===== config.mk =====
export PLATFORM = sky130hd
export DESIGN_NAME = gpio_writer_flat
export DESIGN_NICKNAME = d
export VERILOG_FILES = /design/src/rtl/gpio_writer_if.sv /design/src/rtl/gpio_writer.sv /design/src/flat_wrapper.sv
export SDC_FILE = /design/constraint.sdc
export NUM_CORES = 1
export LEC_CHECK = 0
export CORE_MARGIN = 2
export CORE_UTILIZATION = 45
export DETAILED_ROUTE_END_ITERATION = 8
export GPL_ROUTABILITY_DRIVEN = 0
export PLACE_DENSITY = 0.95
export SYNTH_ARGS = -nofsm -noshare
export SYNTH_HDL_FRONTEND = slang
export SYNTH_SLANG_ARGS = --single-unit

===== constraint.sdc =====
create_clock -name clk -period 7.4 [get_ports clk]
set_input_delay 0.74 -clock clk [delete_from_list [all_inputs] [get_ports clk]]
set_output_delay 0.74 -clock clk [all_outputs]
set_load 0.02 [all_outputs]

===== src/rtl/gpio_writer_if.sv =====
// gpio_writer_if: CPU write bus, A/C/DAC stream masters and config outputs of gpio_writer.
// slave is the gpio_writer side; master is the CPU/stream-sink side.
interface gpio_writer_if #(parameter int num_bits = 8);
    logic [31:0]         gpio_in;
    logic                gpio_ack;
    logic [num_bits-1:0] a_data;
    logic                a_valid;
    logic                a_ready;
    logic [num_bits-1:0] c_data;
    logic                c_valid;
    logic                c_ready;
    logic [127:0]        dac_data;
    logic                dac_valid;
    logic                dac_ready;
    logic [15:0]         cfg0;
    logic [15:0]         cfg1;
    logic [15:0]         cfg2;
    logic [15:0]         cfg3;
    logic                start_pulse;

    modport slave (
        input  gpio_in, a_ready, c_ready, dac_ready,
        output gpio_ack, a_data, a_valid, c_data, c_valid, dac_data, dac_valid,
               cfg0, cfg1, cfg2, cfg3, start_pulse
    );

    modport master (
        output gpio_in, a_ready, c_ready, dac_ready,
        input  gpio_ack, a_data, a_valid, c_data, c_valid, dac_data, dac_valid,
               cfg0, cfg1, cfg2, cfg3, start_pulse
    );
endinterface


===== src/rtl/gpio_writer.sv =====
// gpio_writer: decodes CPU GPIO writes into A/C streams, a 128-bit DAC word, config regs and a start pulse.
// Define GPIO_WRITER_DAC_EN to build the DAC slice accumulator (addresses 0x03/0x04).
module gpio_writer #(
    parameter int num_bits = 8
) (
    input  logic         clk,
    input  logic         rst,
    gpio_writer_if.slave bus
);
    typedef enum logic [1:0] {IDLE, ISSUE, WAIT_RDY, ACK} state_t;

    state_t              r_state;
    logic                r_sync1;
    logic                r_sync2;
    logic                r_sync3;
    logic [1:0]          r_fill;
    logic                r_armed;
    logic [7:0]          r_addr;
    logic [15:0]         r_data;
    logic                r_ack;
    logic [num_bits-1:0] r_aData;
    logic [num_bits-1:0] r_cData;
    logic                r_aValid;
    logic                r_cValid;
    logic [15:0]         r_cfg [4];
    logic                r_start;
    logic                w_rise;
    logic                w_dacValid;
    logic                w_handshake;

`ifdef GPIO_WRITER_DAC_EN
    logic [127:0]        r_acc;
    logic [2:0]          r_cnt;
    logic                r_dacValid;

    assign w_dacValid   = r_dacValid;
    assign bus.dac_data = r_acc;
`else
    assign w_dacValid   = 1'b0;
    assign bus.dac_data = '0;
`endif

    // r_armed blocks a w_clk that was already high across reset until it is seen low
    assign w_rise      = r_sync2 & ~r_sync3 & r_armed;
    assign w_handshake = (r_aValid & bus.a_ready) | (r_cValid & bus.c_ready) |
                         (w_dacValid & bus.dac_ready);

    always_ff @(posedge clk) begin
        if (!rst) begin
            r_state  <= IDLE;
            r_sync1  <= 1'b0;
            r_sync2  <= 1'b0;
            r_sync3  <= 1'b0;
            r_fill   <= 2'b00;
            r_armed  <= 1'b0;
            r_addr   <= '0;
            r_data   <= '0;
            r_ack    <= 1'b0;
            r_aData  <= '0;
            r_cData  <= '0;
            r_aValid <= 1'b0;
            r_cValid <= 1'b0;
            r_start  <= 1'b0;
            for (int i = 0; i < 4; i++) r_cfg[i] <= '0;
`ifdef GPIO_WRITER_DAC_EN
            r_acc      <= '0;
            r_cnt      <= '0;
            r_dacValid <= 1'b0;
`endif
        end else begin
            r_sync1 <= bus.gpio_in[31];
            r_sync2 <= r_sync1;
            r_sync3 <= r_sync2;
            r_fill  <= {r_fill[0], 1'b1};
            if (r_fill[1] && !r_sync2) r_armed <= 1'b1;
            r_start <= 1'b0;

            case (r_state)
                IDLE: begin
                    if (w_rise) begin
                        r_addr  <= bus.gpio_in[23:16];
                        r_data  <= bus.gpio_in[15:0];
                        r_state <= ISSUE;
                    end
                end
                ISSUE: begin
                    r_state <= ACK;
                    r_ack   <= 1'b1;
                    case (r_addr)
                        8'h01: begin
                            r_aData  <= r_data[num_bits-1:0];
                            r_aValid <= 1'b1;
                            r_state  <= WAIT_RDY;
                            r_ack    <= 1'b0;
                        end
                        8'h02: begin
                            r_cData  <= r_data[num_bits-1:0];
                            r_cValid <= 1'b1;
                            r_state  <= WAIT_RDY;
                            r_ack    <= 1'b0;
                        end
`ifdef GPIO_WRITER_DAC_EN
                        8'h03: begin
                            r_acc[{r_cnt, 4'b0000} +: 16] <= r_data;
                            r_cnt <= r_cnt + 3'd1;
                            if (r_cnt == 3'd7) begin
                                r_dacValid <= 1'b1;
                                r_state    <= WAIT_RDY;
                                r_ack      <= 1'b0;
                            end
                        end
                        8'h04: begin
                            r_acc <= '0;
                            r_cnt <= '0;
                        end
`endif
                        8'h10, 8'h11, 8'h12, 8'h13: r_cfg[r_addr[1:0]] <= r_data;
                        8'h14: r_start <= 1'b1;
                        default: ;
                    endcase
                end
                WAIT_RDY: begin
                    if (w_handshake) begin
                        r_aValid <= 1'b0;
                        r_cValid <= 1'b0;
`ifdef GPIO_WRITER_DAC_EN
                        r_dacValid <= 1'b0;
`endif
                        r_ack   <= 1'b1;
                        r_state <= ACK;
                    end
                end
                ACK: begin
                    if (!r_sync2) begin
                        r_ack   <= 1'b0;
                        r_state <= IDLE;
                    end
                end
                default: r_state <= IDLE;
            endcase
        end
    end

    assign bus.gpio_ack    = r_ack;
    assign bus.a_data      = r_aData;
    assign bus.a_valid     = r_aValid;
    assign bus.c_data      = r_cData;
    assign bus.c_valid     = r_cValid;
    assign bus.dac_valid   = w_dacValid;
    assign bus.cfg0        = r_cfg[0];
    assign bus.cfg1        = r_cfg[1];
    assign bus.cfg2        = r_cfg[2];
    assign bus.cfg3        = r_cfg[3];
    assign bus.start_pulse = r_start;
endmodule

===== src/flat_wrapper.sv =====
// flat-port wrapper written by rule: the top's interface ports become plain ports
module gpio_writer_flat 
#(
    parameter int num_bits = 8
)
  (clk, rst, bus_gpio_in, bus_a_ready, bus_c_ready, bus_dac_ready, bus_gpio_ack, bus_a_data, bus_a_valid, bus_c_data, bus_c_valid, bus_dac_data, bus_dac_valid, bus_cfg0, bus_cfg1, bus_cfg2, bus_cfg3, bus_start_pulse);
  gpio_writer_if #(.num_bits(num_bits)) bus_i ();
  input  logic clk;
  input  logic rst;
  input wire logic [$bits(bus_i.gpio_in)-1:0] bus_gpio_in;
  input wire logic [$bits(bus_i.a_ready)-1:0] bus_a_ready;
  input wire logic [$bits(bus_i.c_ready)-1:0] bus_c_ready;
  input wire logic [$bits(bus_i.dac_ready)-1:0] bus_dac_ready;
  output wire logic [$bits(bus_i.gpio_ack)-1:0] bus_gpio_ack;
  output wire logic [$bits(bus_i.a_data)-1:0] bus_a_data;
  output wire logic [$bits(bus_i.a_valid)-1:0] bus_a_valid;
  output wire logic [$bits(bus_i.c_data)-1:0] bus_c_data;
  output wire logic [$bits(bus_i.c_valid)-1:0] bus_c_valid;
  output wire logic [$bits(bus_i.dac_data)-1:0] bus_dac_data;
  output wire logic [$bits(bus_i.dac_valid)-1:0] bus_dac_valid;
  output wire logic [$bits(bus_i.cfg0)-1:0] bus_cfg0;
  output wire logic [$bits(bus_i.cfg1)-1:0] bus_cfg1;
  output wire logic [$bits(bus_i.cfg2)-1:0] bus_cfg2;
  output wire logic [$bits(bus_i.cfg3)-1:0] bus_cfg3;
  output wire logic [$bits(bus_i.start_pulse)-1:0] bus_start_pulse;
  assign bus_i.gpio_in = bus_gpio_in;
  assign bus_i.a_ready = bus_a_ready;
  assign bus_i.c_ready = bus_c_ready;
  assign bus_i.dac_ready = bus_dac_ready;
  assign bus_gpio_ack = bus_i.gpio_ack;
  assign bus_a_data = bus_i.a_data;
  assign bus_a_valid = bus_i.a_valid;
  assign bus_c_data = bus_i.c_data;
  assign bus_c_valid = bus_i.c_valid;
  assign bus_dac_data = bus_i.dac_data;
  assign bus_dac_valid = bus_i.dac_valid;
  assign bus_cfg0 = bus_i.cfg0;
  assign bus_cfg1 = bus_i.cfg1;
  assign bus_cfg2 = bus_i.cfg2;
  assign bus_cfg3 = bus_i.cfg3;
  assign bus_start_pulse = bus_i.start_pulse;
  gpio_writer #(.num_bits(num_bits)) u_core (.clk(clk), .rst(rst), .bus(bus_i));
endmodule

# Word-level counts from Yosys, hierarchy flattened
# Memories as Yosys holds them, arrays and structs flattened.
# Index checks and enable logic that the tools add are counted.
dict set report totals {
  regBits 52
  latchBits 0
  ram_bits 64
  romBits 0
  in_bits 37
  elab_cells 77
  mem_count 1
}
dict set report classes {
  addsub 0
  n_mul 0
  n_div 0
  magnitude_cmp 0
  n_eq_ne 15
  shifts 0
  n_mux 24
  bitwise_logic 6
  reduce_logical 16
}
# memory words width rd rd_clocked_by_memory_dff wr line_no
set memory_table {}
lappend memory_table {u_core.r_cfg 4 16 4 0 4 gpio_writer.sv:25} ;# logic [15:0] r_cfg [4];
# cell n
set op_table {}
lappend op_table {{$eq A8 B5 Y1 const B} 5}
lappend op_table {{$mux W16} 1}
lappend op_table {{$reduce_or A16 Y1} 1}
lappend op_table {{$mux W1} 15}
lappend op_table {{$reduce_and A3 Y1} 4}
lappend op_table {{$eq A8 B1 Y1 const B} 1}
lappend op_table {{$eq A8 B2 Y1 const B} 1}
lappend op_table {{$mux W2} 4}
lappend op_table {{$pmux W2 S4} 1}
lappend op_table {{$reduce_and A2 Y1} 4}
lappend op_table {{$ne A2 B2 Y1 const B} 3}
lappend op_table {{$and A1 B1 Y1} 4}
lappend op_table {{$eq A2 B2 Y1 const B} 2}
lappend op_table {{$ne A2 B1 Y1 const B} 2}
lappend op_table {{$pmux W1 S2} 2}
lappend op_table {{$reduce_or A4 Y1} 1}
lappend op_table {{$pmux W1 S3} 1}
lappend op_table {{$reduce_bool A3 Y1} 1}
lappend op_table {{$eq A2 B1 Y1 const B} 1}
lappend op_table {{$logic_not A2 Y1} 1}
lappend op_table {{$reduce_bool A2 Y1} 1}
lappend op_table {{$reduce_or A2 Y1} 1}
lappend op_table {{$logic_and A1 B1 Y1} 1}
lappend op_table {{$logic_not A1 Y1} 1}
lappend op_table {{other kinds (2)} 2}

# Logic depth before layout (Yosys ltp)
dict set report depth {
  word_depth 8
  mapped_depth 7
  depth_no_buf 6
}

# Worst setup path after synthesis
# No wires, ideal clock.
dict set report synth_path {
  path_kind {register to register}
  from {reg u_core.r_addr[7]}
  to {mem u_core.r_cfg[0][0], enable pin}
  setup_ps 414
  arrival_time_ps 2508
  t_required_ps 6986
  setup_slack_ps 4478
  stages_incl_launch_ff 5
  path_buffers 0
  synth_period_minus_slack_ps 2922
  cell_sequence {dfxtp_1 -> nor4_4 -> nand3_4 -> or2_2 -> o31ai_1}
}
# item line_no
set synth_rtl {}
lappend synth_rtl {{start: declaration} gpio_writer.sv:18} ;# logic [7:0] r_addr;
lappend synth_rtl {{start signal: assignment} gpio_writer.sv:81} ;# r_addr <= bus.gpio_in[23:16];
lappend synth_rtl {{end: declaration} gpio_writer.sv:25}

# Final worst setup path
dict set report layout_path {
  from {reg u_core.r_addr[1]}
  to {reg u_core.r_cData[6] (netlist: u_core.bus.c_data[6])}
}
dict set report layout_via {
  elab_chain_cells 2
}
# item line_no
set layout_rtl {}
lappend layout_rtl {{$eq A8 B2 Y1} gpio_writer.sv:89} ;# case (r_addr)
lappend layout_rtl {{$reduce_and A2 Y1 (no line)} -}
lappend layout_rtl {{end signal: assignment} gpio_writer.sv:97} ;# r_cData <= r_data[num_bits-1:0];
lappend layout_rtl {{end: declaration} gpio_writer.sv:22} ;# logic [num_bits-1:0] r_cData;
# Every way passes these cells.
# A chain may end at the register's enable or synchronous reset.

==> flow_summary.yaml <==
clock_network:
  root_buffer: "clkbuf_16"
  tritoncts: "yes"
  htreeDepth: 4
  clk_pin_slew_ns: 0.05
  cts_sinks: 116
  cts-hold-fix-buffers: 0
  ctsResizeCount: 0
  clk_latency_ns: 0.41
  cts_made_buffers: 17
  cts_buffer_depth: 2
  cts_setup_buffers: 0
logic_synthesis:
  synth-edff-count: 64
  ys_top_cells_by_count: "buf_4 (131), nand2_1 (65), edfxtp_1 (64)"
  seq_area_frac_synth_pct: 53.9
  syn_area_per_cell_um2: 10.7
  synth_area_leaders: "edfxtp_1 (35%), dfxtp_1 (19%), buf_4 (18%)"
  synth_area_um2: 5500
  synth_top_area_cell: "edfxtp_1"
  yosysMostFrequentCell: "buf_4"
  synth_top_area_share_pct: 35.0
  async_reset_ff_share_pct: 0
  syn_inst: 512
  synth_flop_cell: "edfxtp_1"
  yosys_warnings: 0
  ys_ff_latch: 116
  synth_cell_type_count: 44
die:
  die_h_um: 115
  core.rowCount: 40
  die-area_um2: 13100
  io_pins: 250
  start_util_pct: 46.0
  core_area_um2: 12000
  die-width_um: 115
critical_path:
  worstSetupPathType: "reg2reg"
  crit_path_start_kind: "flop"
  crit_arrival_ns: 3.07
  reg2reg_slack_ns: 4.57
  cp-end-kind: "flop"
  worst_r2r_path_depth: 4
  r2r-end: "u_core.bus.c_data[6]"
  crit_fanout: 18
  critPathRequiredTime_ns: 7.65
  rr_startpoint: "u_core.r_addr[1]"
global_routing:
  antenna_found_initial: 0
  grt_pass1_vias: 3367
  grt_start_max_net_pins: 68
  grt.overflow.total: 0
  grtUsageTotal_pct: 17.4
  grt_pass1_wl_mm: 17.2
power_and_ir_drop:
  ir_drop_uv: 170
  swShare_pct: 23.1
  seq_power_share_pct: 42.9
  intPower_mw: 1.26
  p_clk_share_pct: 48.5
  pwr-share-comb_pct: 8.6
  p_leak_nw: 2.75
  cellPowerDensity_nw_per_um2: 240
  p_sw_uw: 377
drt:
  postRouteAntennaNets: 0
  drt_iter0_markers: 344
  totalWireLength_mm: 11.6
  via_per_inst: 4.65
  firstDrtPassIters: 5
  vias: 3637
  post_drt_wl_per_cell_um: 14.8
  drc: 0
finish:
  synthToLayoutAreaGrowth_pct: 23.8
  fin_nets: 663
  diodes: 0
  layout-drive-gt1-share_pct: 9.13
timing:
  max_slew_margin_pct: 21.8
  max_slew.worst_pin.slew_ns: 1.17
  drv_slew: 0
  setup_viol: 0
  max_freq_ghz: 0.354
  skew_ns: 0.00837
  fin_crit_sh_pct: 38.2
  finalSetupTns_ns: 0
  fin_ws_ns: 4.57
  rsz0062_at_grt: "false"
  min_period_ns: 2.83
  report.final.hold_viol_count: 0
min_path:
  holdPathEnd: "u_core.r_sync2"
  hold_path_depth: 1
  hold_class: "reg2reg"
  worstHoldStart: "u_core.r_sync1"
status:
  status: "finished, final reports clean"
placement:
  port_buffers: 112
  dp_hpwl_mm: 7.91
  dpl_worst_slack_ns: 4.44
job:
  maxCapViolations: 0
critical path, cell delays in order (launching register included):
cell     delay [ns]
dfxtp_1        0.55
nor2b_1        0.91
nand4_1        0.74
nand3_1        0.31
o21ai_0        0.16
cells in the final DEF (no fill, tap or decap), types with 2 or more instances in the layout:
cell type	n
clkinvlp_4	2
clkbuf_16	17
conb_1	129
clkbuf_1	3
and2_2	6
nand2b_1	2
and3_2	11
o21ai_0	17
dfxtp_1	52
o21a_1	2
clkdlybuf4s50_1	111
nor2b_1	4
a221oi_1	3
inv_1	3
edfxtp_1	64
nor4_4	2
ha_1	4
nand2_1	65
a21boi_0	25
o21ai_1	3
a31oi_1	3
and3_1	22
clkinv_2	5
nor2_1	3
nand3_1	17
clkinv_1	2
and2_1	31
nand4_1	3
buf_4	4
bufinv_16	3
cell families (layout without fill, tap and decap cells):
group	count (synthesis)	count (layout)	synth area share [%]
buf+inv	156	151	19.9
xor+xnor	1	1	0.159
simple gates	174	174	17.6
mux	1	1	0.182
compound gates	59	59	7.28
fa+ha+maj	4	4	0.910
other cells	1	129	0.0682
flops	116	116	53.9
sequential cells by signal, summed over array words and instances (netlist names), 2 cells and up:
register           flops
u_core.bus.c_data      8
u_core.r_cfg          64
u_core.bus.a_data      8
u_core.r_data         16
u_core.r_fill          2
u_core.r_addr          8
u_core.r_state         2
worst max-delay path by stage:
stage | cells after the start | from | slack (ns) | end
finish | 4 | u_core.r_addr[1] | 4.57 | u_core.bus.c_data[6]
global route | 4 | u_core.r_addr[1] | 4.31 | u_core.bus.c_data[6]
CTS | 4 | u_core.r_addr[1] | 4.61 | u_core.bus.c_data[6]
detailed placement | 4 | rst | 4.44 | u_core.r_cfg[0][14]
global placement | 4 | rst | 4.50 | u_core.r_cfg[1][12]
floorplan | 4 | u_core.r_addr[7] | 4.48 | u_core.r_cfg[0][0]
area by class of cell:
class / instances / area, µm²
fillers: 928 / 5160
inverters: 3 / 11.3
flip-flops and latches: 116 / 2960
clock inverters: 12 / 138
multi-input cells: 368 / 1930
well taps: 147 / 184
repair buffers: 116 / 1150
clock buffers: 20 / 437
per-layer routing:
layer  part of all wire [%]  up-vias  global-route usage, %
met1                     36     1730                   18.0
li1                       -     1707                      -
met4                    1.6        0                   8.46
met2                     54      188                   31.2
met5                      0        -                      0
met3                    8.4       12                   6.09
through the flow:
stage	instance area, µm²	std cells	util [%]	hold WS (ns)	total power, mW
floorplan	5980	640	-	0.412	0.858
global placement	6230	750	52.1	0.414	0.851
detailed placement	6230	750	52.1	0.419	0.853
CTS	6800	782	56.9	0.431	1.64
global route	6800	782	56.9	0.453	1.69
finish	6800	782	56.9	0.429	1.63
power by group through the flow:
stage | logic (mW) | clock network, mW | registers, mW
after floorplan | 0.128 | 0 | 0.730
after global placement | 0.137 | 0 | 0.714
after detailed placement | 0.139 | 0 | 0.714
after CTS | 0.139 | 0.799 | 0.702
after global routing | 0.148 | 0.835 | 0.702
final | 0.140 | 0.792 | 0.701
No activity file was read; power rests on OpenSTA's default activity.
